$ cat config.mk
export PLATFORM = sky130hd
export DESIGN_NAME = obi_uart_bridge
export DESIGN_NICKNAME = d
export VERILOG_FILES = /design/src/rtl/obi_uart_bridge.sv
export SDC_FILE = /design/constraint.sdc
export NUM_CORES = 1
export LEC_CHECK = 0
export BUFFER_PORTS_ARGS = -buffer_cell sky130_fd_sc_hd__buf_2
export CAP_MARGIN = 30
export CORE_ASPECT_RATIO = 1.1
export CORE_MARGIN = 8
export CORE_UTILIZATION = 50
export DETAILED_ROUTE_END_ITERATION = 10
export PLACE_DENSITY = 0.77
export SYNTH_ARGS = -nofsm -noshare
export SYNTH_HDL_FRONTEND = slang
export SYNTH_SLANG_ARGS = --single-unit
$ cat constraint.sdc
create_clock -name clk_i -period 3.6 [get_ports clk_i]
set_clock_uncertainty 0.05 [all_clocks]
set_input_delay 0.18 -clock clk_i [delete_from_list [all_inputs] [get_ports clk_i]]
set_output_delay 0.18 -clock clk_i [all_outputs]
set_load 0.005 [all_outputs]
$ cat src/rtl/obi_uart_bridge.sv
// rtl/obi_uart_bridge.sv - byte-stream command frames to single OBI manager transactions.
// Optional partial-frame timeout: define OBI_UART_BRIDGE_TIMEOUT_EN.

package obi_pkg;

  typedef struct packed {
    int unsigned AddrWidth;
    int unsigned DataWidth;
    int unsigned IdWidth;
  } obi_cfg_t;

  localparam obi_cfg_t ObiDefaultConfig = '{AddrWidth: 32, DataWidth: 32, IdWidth: 1};

  typedef struct packed {
    logic [31:0] addr;
    logic        we;
    logic [3:0]  be;
    logic [31:0] wdata;
    logic [0:0]  aid;
  } obi_a_chan_t;

  typedef struct packed {
    obi_a_chan_t a;
    logic        req;
    logic        rready;
  } obi_req_t;

  typedef struct packed {
    logic [31:0] rdata;
    logic        err;
  } obi_r_chan_t;

  typedef struct packed {
    logic        gnt;
    logic        rvalid;
    obi_r_chan_t r;
  } obi_rsp_t;

endpackage

module obi_uart_bridge #(
  parameter obi_pkg::obi_cfg_t ObiCfg        = obi_pkg::ObiDefaultConfig,
  parameter type               obi_req_t     = obi_pkg::obi_req_t,
  parameter type               obi_rsp_t     = obi_pkg::obi_rsp_t,
  parameter int unsigned       TimeoutCycles = 32'd1_000_000
) (
  input  logic       clk_i,
  input  logic       rst_i,
  input  logic [7:0] rx_data_i,
  input  logic       rx_valid_i,
  output logic       rx_ready_o,
  output logic [7:0] tx_data_o,
  output logic       tx_valid_o,
  input  logic       tx_ready_i,
  output obi_req_t   obi_req_o,
  input  obi_rsp_t   obi_rsp_i,
  output logic       busy_o
);

  localparam logic [7:0] CmdWrite  = 8'h01;
  localparam logic [7:0] CmdRead   = 8'h02;
  localparam logic [7:0] StatusOk  = 8'hA5;
  localparam logic [7:0] StatusErr = 8'hEE;
  localparam logic [7:0] StatusUnk = 8'h3F;

  if (ObiCfg.AddrWidth != 32 || ObiCfg.DataWidth != 32 || TimeoutCycles == 0) begin : g_cfg_err
    $error("obi_uart_bridge: unsupported configuration");
  end

  typedef enum logic [2:0] {
    IDLE,
    ADDR,
    WDATA,
    REQ,
    RSP,
    TX_STATUS,
    TX_DATA
  } state_e;

  state_e      state_q, state_d;
  logic [1:0]  cnt_q, cnt_d;
  logic [31:0] addr_q, addr_d;
  logic [31:0] wdata_q, wdata_d;
  logic [31:0] rdata_q, rdata_d;
  logic        we_q, we_d;
  logic [7:0]  status_q, status_d;

  logic rx_fire;
  logic tx_fire;

  assign rx_ready_o = !rst_i && (state_q == IDLE || state_q == ADDR || state_q == WDATA);
  assign rx_fire    = rx_valid_i && rx_ready_o;
  assign tx_valid_o = (state_q == TX_STATUS) || (state_q == TX_DATA);
  assign tx_fire    = tx_valid_o && tx_ready_i;
  assign busy_o     = (state_q != IDLE);

  always_comb begin
    tx_data_o = 8'h00;
    if (state_q == TX_STATUS) begin
      tx_data_o = status_q;
    end else if (state_q == TX_DATA) begin
      tx_data_o = rdata_q[{cnt_q, 3'b000} +: 8];
    end
  end

  always_comb begin
    obi_req_o         = '0;
    obi_req_o.req     = (state_q == REQ);
    obi_req_o.rready  = (state_q == RSP);
    obi_req_o.a.addr  = addr_q;
    obi_req_o.a.we    = we_q && (state_q == REQ);
    obi_req_o.a.be    = 4'hF;
    obi_req_o.a.wdata = wdata_q;
    obi_req_o.a.aid   = '0;
  end

`ifdef OBI_UART_BRIDGE_TIMEOUT_EN
  logic [31:0] tmo_q, tmo_d;
  logic        tmo_hit;

  always_comb begin
    tmo_d = '0;
    if ((state_q == ADDR || state_q == WDATA) && !rx_fire) begin
      tmo_d = tmo_q + 32'd1;
    end
  end

  assign tmo_hit = (state_q == ADDR || state_q == WDATA) && !rx_fire && (tmo_q == TimeoutCycles);

  always_ff @(posedge clk_i) begin
    if (rst_i) begin
      tmo_q <= '0;
    end else begin
      tmo_q <= tmo_d;
    end
  end
`else
  logic tmo_hit;
  assign tmo_hit = 1'b0;
`endif

  always_comb begin
    state_d  = state_q;
    cnt_d    = cnt_q;
    addr_d   = addr_q;
    wdata_d  = wdata_q;
    rdata_d  = rdata_q;
    we_d     = we_q;
    status_d = status_q;

    unique case (state_q)
      IDLE: begin
        if (rx_fire) begin
          cnt_d = 2'd0;
          if (rx_data_i == CmdWrite) begin
            we_d    = 1'b1;
            state_d = ADDR;
          end else if (rx_data_i == CmdRead) begin
            we_d    = 1'b0;
            state_d = ADDR;
          end else begin
            we_d     = 1'b0;
            status_d = StatusUnk;
            state_d  = TX_STATUS;
          end
        end
      end
      ADDR: begin
        if (rx_fire) begin
          addr_d[{cnt_q, 3'b000} +: 8] = rx_data_i;
          cnt_d = cnt_q + 2'd1;
          if (cnt_q == 2'd3) begin
            state_d = we_q ? WDATA : REQ;
          end
        end
      end
      WDATA: begin
        if (rx_fire) begin
          wdata_d[{cnt_q, 3'b000} +: 8] = rx_data_i;
          cnt_d = cnt_q + 2'd1;
          if (cnt_q == 2'd3) begin
            state_d = REQ;
          end
        end
      end
      REQ: begin
        if (obi_rsp_i.gnt) begin
          state_d = RSP;
        end
      end
      RSP: begin
        if (obi_rsp_i.rvalid) begin
          rdata_d  = obi_rsp_i.r.rdata;
          status_d = obi_rsp_i.r.err ? StatusErr : StatusOk;
          state_d  = TX_STATUS;
        end
      end
      TX_STATUS: begin
        if (tx_fire) begin
          cnt_d   = 2'd0;
          // Only a successful read carries data; errored read data is dropped.
          state_d = (!we_q && status_q == StatusOk) ? TX_DATA : IDLE;
        end
      end
      TX_DATA: begin
        if (tx_fire) begin
          cnt_d = cnt_q + 2'd1;
          if (cnt_q == 2'd3) begin
            state_d = IDLE;
          end
        end
      end
      default: state_d = IDLE;
    endcase

    if (tmo_hit) begin
      state_d = IDLE;
      cnt_d   = 2'd0;
    end
  end

  always_ff @(posedge clk_i) begin
    if (rst_i) begin
      state_q  <= IDLE;
      cnt_q    <= '0;
      addr_q   <= '0;
      wdata_q  <= '0;
      rdata_q  <= '0;
      we_q     <= 1'b0;
      status_q <= '0;
    end else begin
      state_q  <= state_d;
      cnt_q    <= cnt_d;
      addr_q   <= addr_d;
      wdata_q  <= wdata_d;
      rdata_q  <= rdata_d;
      we_q     <= we_d;
      status_q <= status_d;
    end
  end

endmodule

==> results of run 1 <==
[layer usage]
layer  vias up  track usage  part of all wire
met3        12       0.0504             0.085
met2       173        0.338              0.49
met5         -            0                 0
met4         0       0.0583             0.010
met1      2073        0.249              0.41
li1       2193            -                 -
[metrics by stage]
stage | setup WS (ps) | utilization | hold slack (ps) | cell area [um2]
after floorplan | 1520 | - | 241 | 4700
after global placement | 1190 | 0.567 | 359 | 5250
after detailed placement | 1070 | 0.567 | 366 | 5250
after CTS | 1000 | 0.618 | 1.11 | 5720
after global routing | 798 | 0.621 | 7.15 | 5750
final | 964 | 0.621 | 11.0 | 5750
[final cells by class]
type / count / area [um2] / share of cell area
well taps: 117 / 146 / 0.0255
repair buffers: 159 / 976 / 0.170
flip-flops and latches: 108 / 2160 / 0.376
multi-input cells: 399 / 2240 / 0.390
inverters: 10 / 37.5 / 0.00653
clock buffers: 10 / 138 / 0.0240
clock inverters: 6 / 47.5 / 0.00828
[registers in the layout, summed over array words and instances (netlist names)]
register / flops
rdata_q: 32
cnt_q: 2
we_q: 1
state_q: 3
addr_q: 32
status_q: 6
wdata_q: 32
[timing repair]
action,CTS,global route
hold buffers,28,0
endpoints found under the hold margin,30,0
setup endpoints to repair,0,0
[power by group]
group | total [mW] | switching [mW] | internal, mW
logic | 0.641 | 0.385 | 0.256
clock network | 0.693 | 0.417 | 0.276
registers | 1.39 | 0.104 | 1.28
total | 2.72 | 0.906 | 1.81
[layout by cell type, fill, tap and decap left out, types with 2 or more instances in the layout]
| cell type | n |
|---|---|
| a211oi_1 | 4 |
| a21oi_1 | 88 |
| a221oi_1 | 2 |
| a22oi_1 | 19 |
| a31o_2 | 2 |
| a31oi_1 | 3 |
| and3_1 | 9 |
| buf_2 | 123 |
| buf_4 | 7 |
| clkbuf_8 | 10 |
| clkinv_4 | 3 |
| conb_1 | 5 |
| dfxtp_1 | 108 |
| dlygate4sd3_1 | 28 |
| ha_1 | 4 |
| inv_1 | 10 |
| mux4_2 | 8 |
| nand2_1 | 126 |
| nand2b_1 | 3 |
| nand3_1 | 60 |
| nor2_1 | 24 |
| nor2b_1 | 3 |
| nor3_1 | 3 |
| nor3b_2 | 3 |
| o21ai_0 | 3 |
| or4b_1 | 2 |
[worst min-delay path by stage]
stage | start | end | slack (ps) | depth (start not counted)
after CTS | obi_rsp_i[8] | rdata_q[7] | 1 | 3
after global placement | rst_i | state_q[0] | 360 | 2
after global routing | obi_rsp_i[8] | rdata_q[7] | 7 | 3
final | obi_rsp_i[8] | rdata_q[7] | 10 | 3
after detailed placement | rst_i | state_q[0] | 370 | 2
after floorplan | obi_rsp_i[0] | status_q[0] | 240 | 1
[logic make-up (layout without fill, tap and decap cells)]
| group | Yosys count | after routing |
|---|---|---|
| other | 2 | 5 |
| DFF | 108 | 108 |
| xor gates and xnor gates | 1 | 1 |
| adders and majority gates | 4 | 4 |
| muxes | 10 | 10 |
| AOI/OAI and AO/OA | 133 | 133 |
| and+or+nand+nor | 246 | 246 |
| buffers and inverters | 63 | 185 |
[critical path, delay by kind of cell (launching register included)]
kind	cells	cell delay [ps]
simple gates	2	1010
flops	1	660
compound gates	1	220
buf+inv	1	150
==> run metrics, run 1 <==
run status=finished, final reports clean; vias in the first global route=4404; share of layout cells above drive strength 1=0.246; final setup violation count=0; antenna viol nets, final=0; Num Clock Sinks=about 110; drt drc=0; top post-synthesis cells by area=dfxtp_1 (46%), nand2_1 (10%), a21oi_1 (9.4%), nand3_1 (6.4%), mux4_2 (3.8%); worst r2r src=cnt_q[1]; fillcell total=782; Post-Synth XOR/XNOR Area=0.00187; Initial Utilization=0.507; Static Leak=approximately 2.3 nW; Synth cell types=between 50 and 60; Slew @ Worst Pin=roughly 930 ps; total track usage=0.203; final hold violations=0; CP max-delay cell=nor2b_1; EDFF count, synth=0; hold crit path type=in2reg; placed cell count=around 760; R2R depth=5; TritonCTS clock tree=done; worst vdd ir=0.253 mV; row cnt=37; CP Launch Point=state_q[0]; drt pass-1 iters=4; Total Power=roughly 2.7 mW; Worst setup SP type=register; multiplexer share of the synthesized area=0.0429; H-Tree Depth=3; Num CTS Buffers=9; synthesized-area fraction occupied by and/or/nand/nor cells=0.248; syn_area_per_cell=between 8 and 9 um2; drt wl/cell=16.1 um; n_diodes=0; synthesized flop and latch total=108; Slew headroom=0.379; I/O pins=130; Synth area leader=dfxtp_1; cells resized by post-CTS repair=0; R2R Setup Slk=1080 ps; via/cell ratio=5.50; Post-DP HPWL=around 8.9 mm; total of max-cap violations=0; Async SR Flop Fraction=0; die area=12700 um2; Critical Path Fanout Max=16; data arrival time of the critical path=~2400 ps; Synth Area in Compound Gates=0.170; Vias=between 4000 and 5000; die height=118 um; CP max stage delay=approximately 800 ps; fin nets=738; gr ovfl total=0; clk buf depth=2; WP data required=approximately 3400 ps; clock latency at the later pin of the worst-skew pair=around 370 ps; crit-path cells=nor2b_1 -> nand2_1 -> a21oi_1 -> buf_2; mapped cell area=around 4700 um2; Yosys warning count=0; port buffer count=around 120; Seq/Total Area, Yosys=0.461; largest family of logic cells by synthesized area=simple AND/OR/NAND/NOR gates; most frequent cell after synthesis=nand2_1; post-CTS setup buffer count=0; largest net degree at the start of global routing=about 110; fmax=about 380 MHz; Post-synth top cells=nand2_1 (126), dfxtp_1 (108), a21oi_1 (88); Slew Viols, Final=0; WL final=between 10 and 15 mm; Core ar.=9260 um2; critical setup path kind=reg2out; CP endpoint=tx_data_o[5]; Cells after Synth=roughly 570; clock root cell=clkbuf_8; total negative setup slack=0 ps; Die X-Extent=between 100 and 150 um; 1st-iter DRT viols=around 260; Worst setup EP type=primary output; final worst-path cycle share=0.732; minimum clock period after layout=~2600 ps; first-pass GRT wire length=~22 mm; final std cells w/o fill=approximately 810; Synth Area in Adders=0.0107; initial antenna violation count=0; RSZ-0062 raised after global routing=false; FF-to-FF End=wdata_q[22]; top cell type's share of synthesized area=0.461; Reg clk slew, reported paths=~110 ps; power per cell area=between 400 and 500 nW/um2; Layout area overhead=22.5%; Synth Flop Type=dfxtp_1; RePlAce Congestion=0.786
Power figures use the tool's default switching activity.
==> run 2, diff against run 1 <==
- CORE_UTILIZATION: 50 -> 47
- PLACE_DENSITY: 0.77 -> 0.76
- clock period: 3.6 -> 2.2 ns (I/O delays scaled with it)
==> run 2 against run 1 <==
  * Clock power is 75% higher
  * Hold slack gained 36 ps
  * Critical path depth rose by 1
  * Die area increased by 5.5%
  * Via count rose by 3.2%
  * Final area up 2.9%
  * First-iteration DRC count shrank 2.7%
  * Power rose by 69%
  * Critical endpoint is now tx_data_o[0]
  * Largest cell class unchanged
==> run metrics, run 2 (same netlist as run 1, synthesis figures left out) <==
run status=finished, final reports clean (unchanged); Reg clk slew, reported paths=120 ps (was 110 ps); worst r2r src=cnt_q[0] (was cnt_q[1]); Slew @ Worst Pin=709 ps (was 927 ps); fmax=about 490 MHz; I/O pins=130 (unchanged); Core ar.=9790 um2 (was 9260 um2); 1st-iter DRT viols=256 (was 263); hold crit path type=in2reg (unchanged); port buffer count=124 (unchanged); Vias=4595 (was 4451); RSZ-0062 raised after global routing=false (unchanged); final hold violations=0 (unchanged); final setup violation count=0 (unchanged); R2R depth=6 (was 5); worst hold endpoint=wdata_q[12] (was rdata_q[7]); initial antenna violation count=0 (unchanged); clock root cell=clkbuf_8 (unchanged); Largest regs=addr_q: 32 flops, rdata_q: 32 flops, wdata_q: 32 flops (unchanged); critical setup path kind=reg2out (unchanged); Layout area overhead=26.0% (was 22.5%); total of max-cap violations=0 (unchanged); Post-DP HPWL=9.52 mm (was 8.89 mm); Num Clock Sinks=108 (unchanged); WP data required=2040 ps (was 3370 ps); CP max-delay cell=mux4_2 (was nor2b_1); row cnt=38 (was 37); Num CTS Buffers=9 (unchanged); antenna viol nets, final=0 (unchanged); minimum clock period after layout=roughly 2000 ps; share of layout cells above drive strength 1=0.257 (was 0.246); data arrival time of the critical path=1900 ps (was 2410 ps); WL final=13.5 mm (was 13.1 mm); power per cell area=779 nW/um2 (was 474 nW/um2); most common library cell in the layout ignoring fill and taps=nand2_1 (unchanged); Slew headroom=0.528 (was 0.379); Fin Hold WS=47.1 ps (was 11.0 ps); R2R Setup Slk=190 ps (was 1080 ps); die area=13400 um2 (was 12700 um2); most frequent cells in the layout=nand2_1 (126), buf_2 (123), dfxtp_1 (107) (was nand2_1 (126), buf_2 (123), dfxtp_1 (108)); total track usage=0.199 (was 0.203); Worst setup SP type=register (unchanged); first-pass GRT wire length=22.5 mm (was 21.5 mm); RePlAce Congestion=0.860 (was 0.786); drt wl/cell=16.3 um (was 16.1 um); hold depth=3 (unchanged); final cell utilization of the core=0.603 (was 0.621); vias in the first global route=4704 (was 4404); WP buf/inv=2 (was 1); die height=121 um (was 118 um); gr ovfl total=0 (unchanged); final worst-path cycle share=0.937; clock latency at the later pin of the worst-skew pair=370 ps (about the same); Initial Utilization=0.479 (was 0.507); H-Tree Depth=3 (unchanged); Total Power=4.61 mW (was 2.72 mW); fin nets=754 (was 738); CP max stage delay=540 ps (was 800 ps); Die X-Extent=111 um (was 108 um); Static Leak=2.38 nW (was 2.28 nW); FF-to-FF End=addr_q[5] (was wdata_q[22]); Crit path max-delay family=multiplexers (was simple AND/OR/NAND/NOR gates); crit-path cells=buf_4 -> mux4_2 -> a22oi_1 -> nor2_1 -> buf_2 (was nor2b_1 -> nand2_1 -> a21oi_1 -> buf_2); largest net degree at the start of global routing=70 (was 106); hold path start=rx_data_i[4] (was obi_rsp_i[8]); drt pass-1 iters=5 (was 4); via/cell ratio=5.55 (was 5.50); total negative setup slack=0 ps (unchanged); TritonCTS clock tree=done (unchanged); Worst setup EP type=primary output (unchanged); drt drc=0 (unchanged); Critical Path Fanout Max=16 (unchanged); worst vdd ir=0.467 mV (was 0.253 mV); Slew Viols, Final=0 (unchanged); n_diodes=0 (unchanged); clk buf depth=2 (unchanged)
-- run 2: cell types whose count changed in the layout (fill, tap and decap cells not counted), moves of 2 or more --
| cell | before | now |
|---|---|---|
| clkinv_8 | 0 | 3 |
| dlygate4sd3_1 | 28 | 33 |
| buf_4 | 7 | 18 |
| clkinv_4 | 3 | 0 |
| nor3b_4 | 0 | 2 |
| nor3b_2 | 3 | 1 |
-- run 2: metrics by stage --
stage / cell area, um2 / std cells / setup slack, ps
after floorplan: 4700 / 570 / 122
after global placement: 5360 / 779 / 283
after detailed placement: 5360 / 779 / 186
after CTS: 5900 / 828 / 108
after global routing: 5910 / 828 / 2.31
final: 5910 / 828 / 139
-- run 2: tightest hold or removal path, stage by stage --
cell     delay, ps
buf_2          190
nand3_1         90
a21oi_1         50
-- run 2: area by class of cell --
cell class / instances / area (um2)
repair buffers: 175 / 1100
multi-input cells: 399 / 2250
inverters: 10 / 37.5
clock buffers: 9 / 124
flip-flops and latches: 108 / 2160
fillers: 884 / 3880
clock inverters: 7 / 83.8
well taps: 120 / 150
-- run 2: how the worst max path moves through the flow --
stage | from | endpoint | slack [ps] | depth (start not counted)
global route | state_q[2] | tx_data_o[1] | 2 | 4
finish | cnt_q[0] | tx_data_o[0] | 140 | 5
CTS | state_q[1] | tx_data_o[1] | 110 | 5
floorplan | cnt_q[1] | addr_q[1] | 120 | 7
detailed placement | cnt_q[0] | addr_q[15] | 190 | 5
global placement | cnt_q[0] | addr_q[15] | 280 | 5
-- run 2: layer usage --
metal | share of wire | GRT usage | vias to the layer above
met4 | 0.023 | 0.0884 | 0
met1 | 0.38 | 0.219 | 2159
li1 | - | - | 2227
met2 | 0.52 | 0.350 | 182
met3 | 0.081 | 0.0545 | 27
met5 | 0 | 0 | -
-- run 2: power breakdown --
part | leakage (nW) | switching [mW] | total (mW) | internal, mW
combinational | 1.41 | 0.652 | 1.13 | 0.482
sequential | 0.873 | 0.163 | 2.26 | 2.10
clock | 0.0963 | 0.757 | 1.21 | 0.452
total | 2.38 | 1.57 | 4.61 | 3.03
-- run 2: what timing repair did --
item / CTS / global route
setup buffers: 0 / 0
endpoints found under the setup margin: 0 / 21
hold endpoints to repair: 33 / 0
resized for setup: 0 / 3
hold buffers: 33 / 0
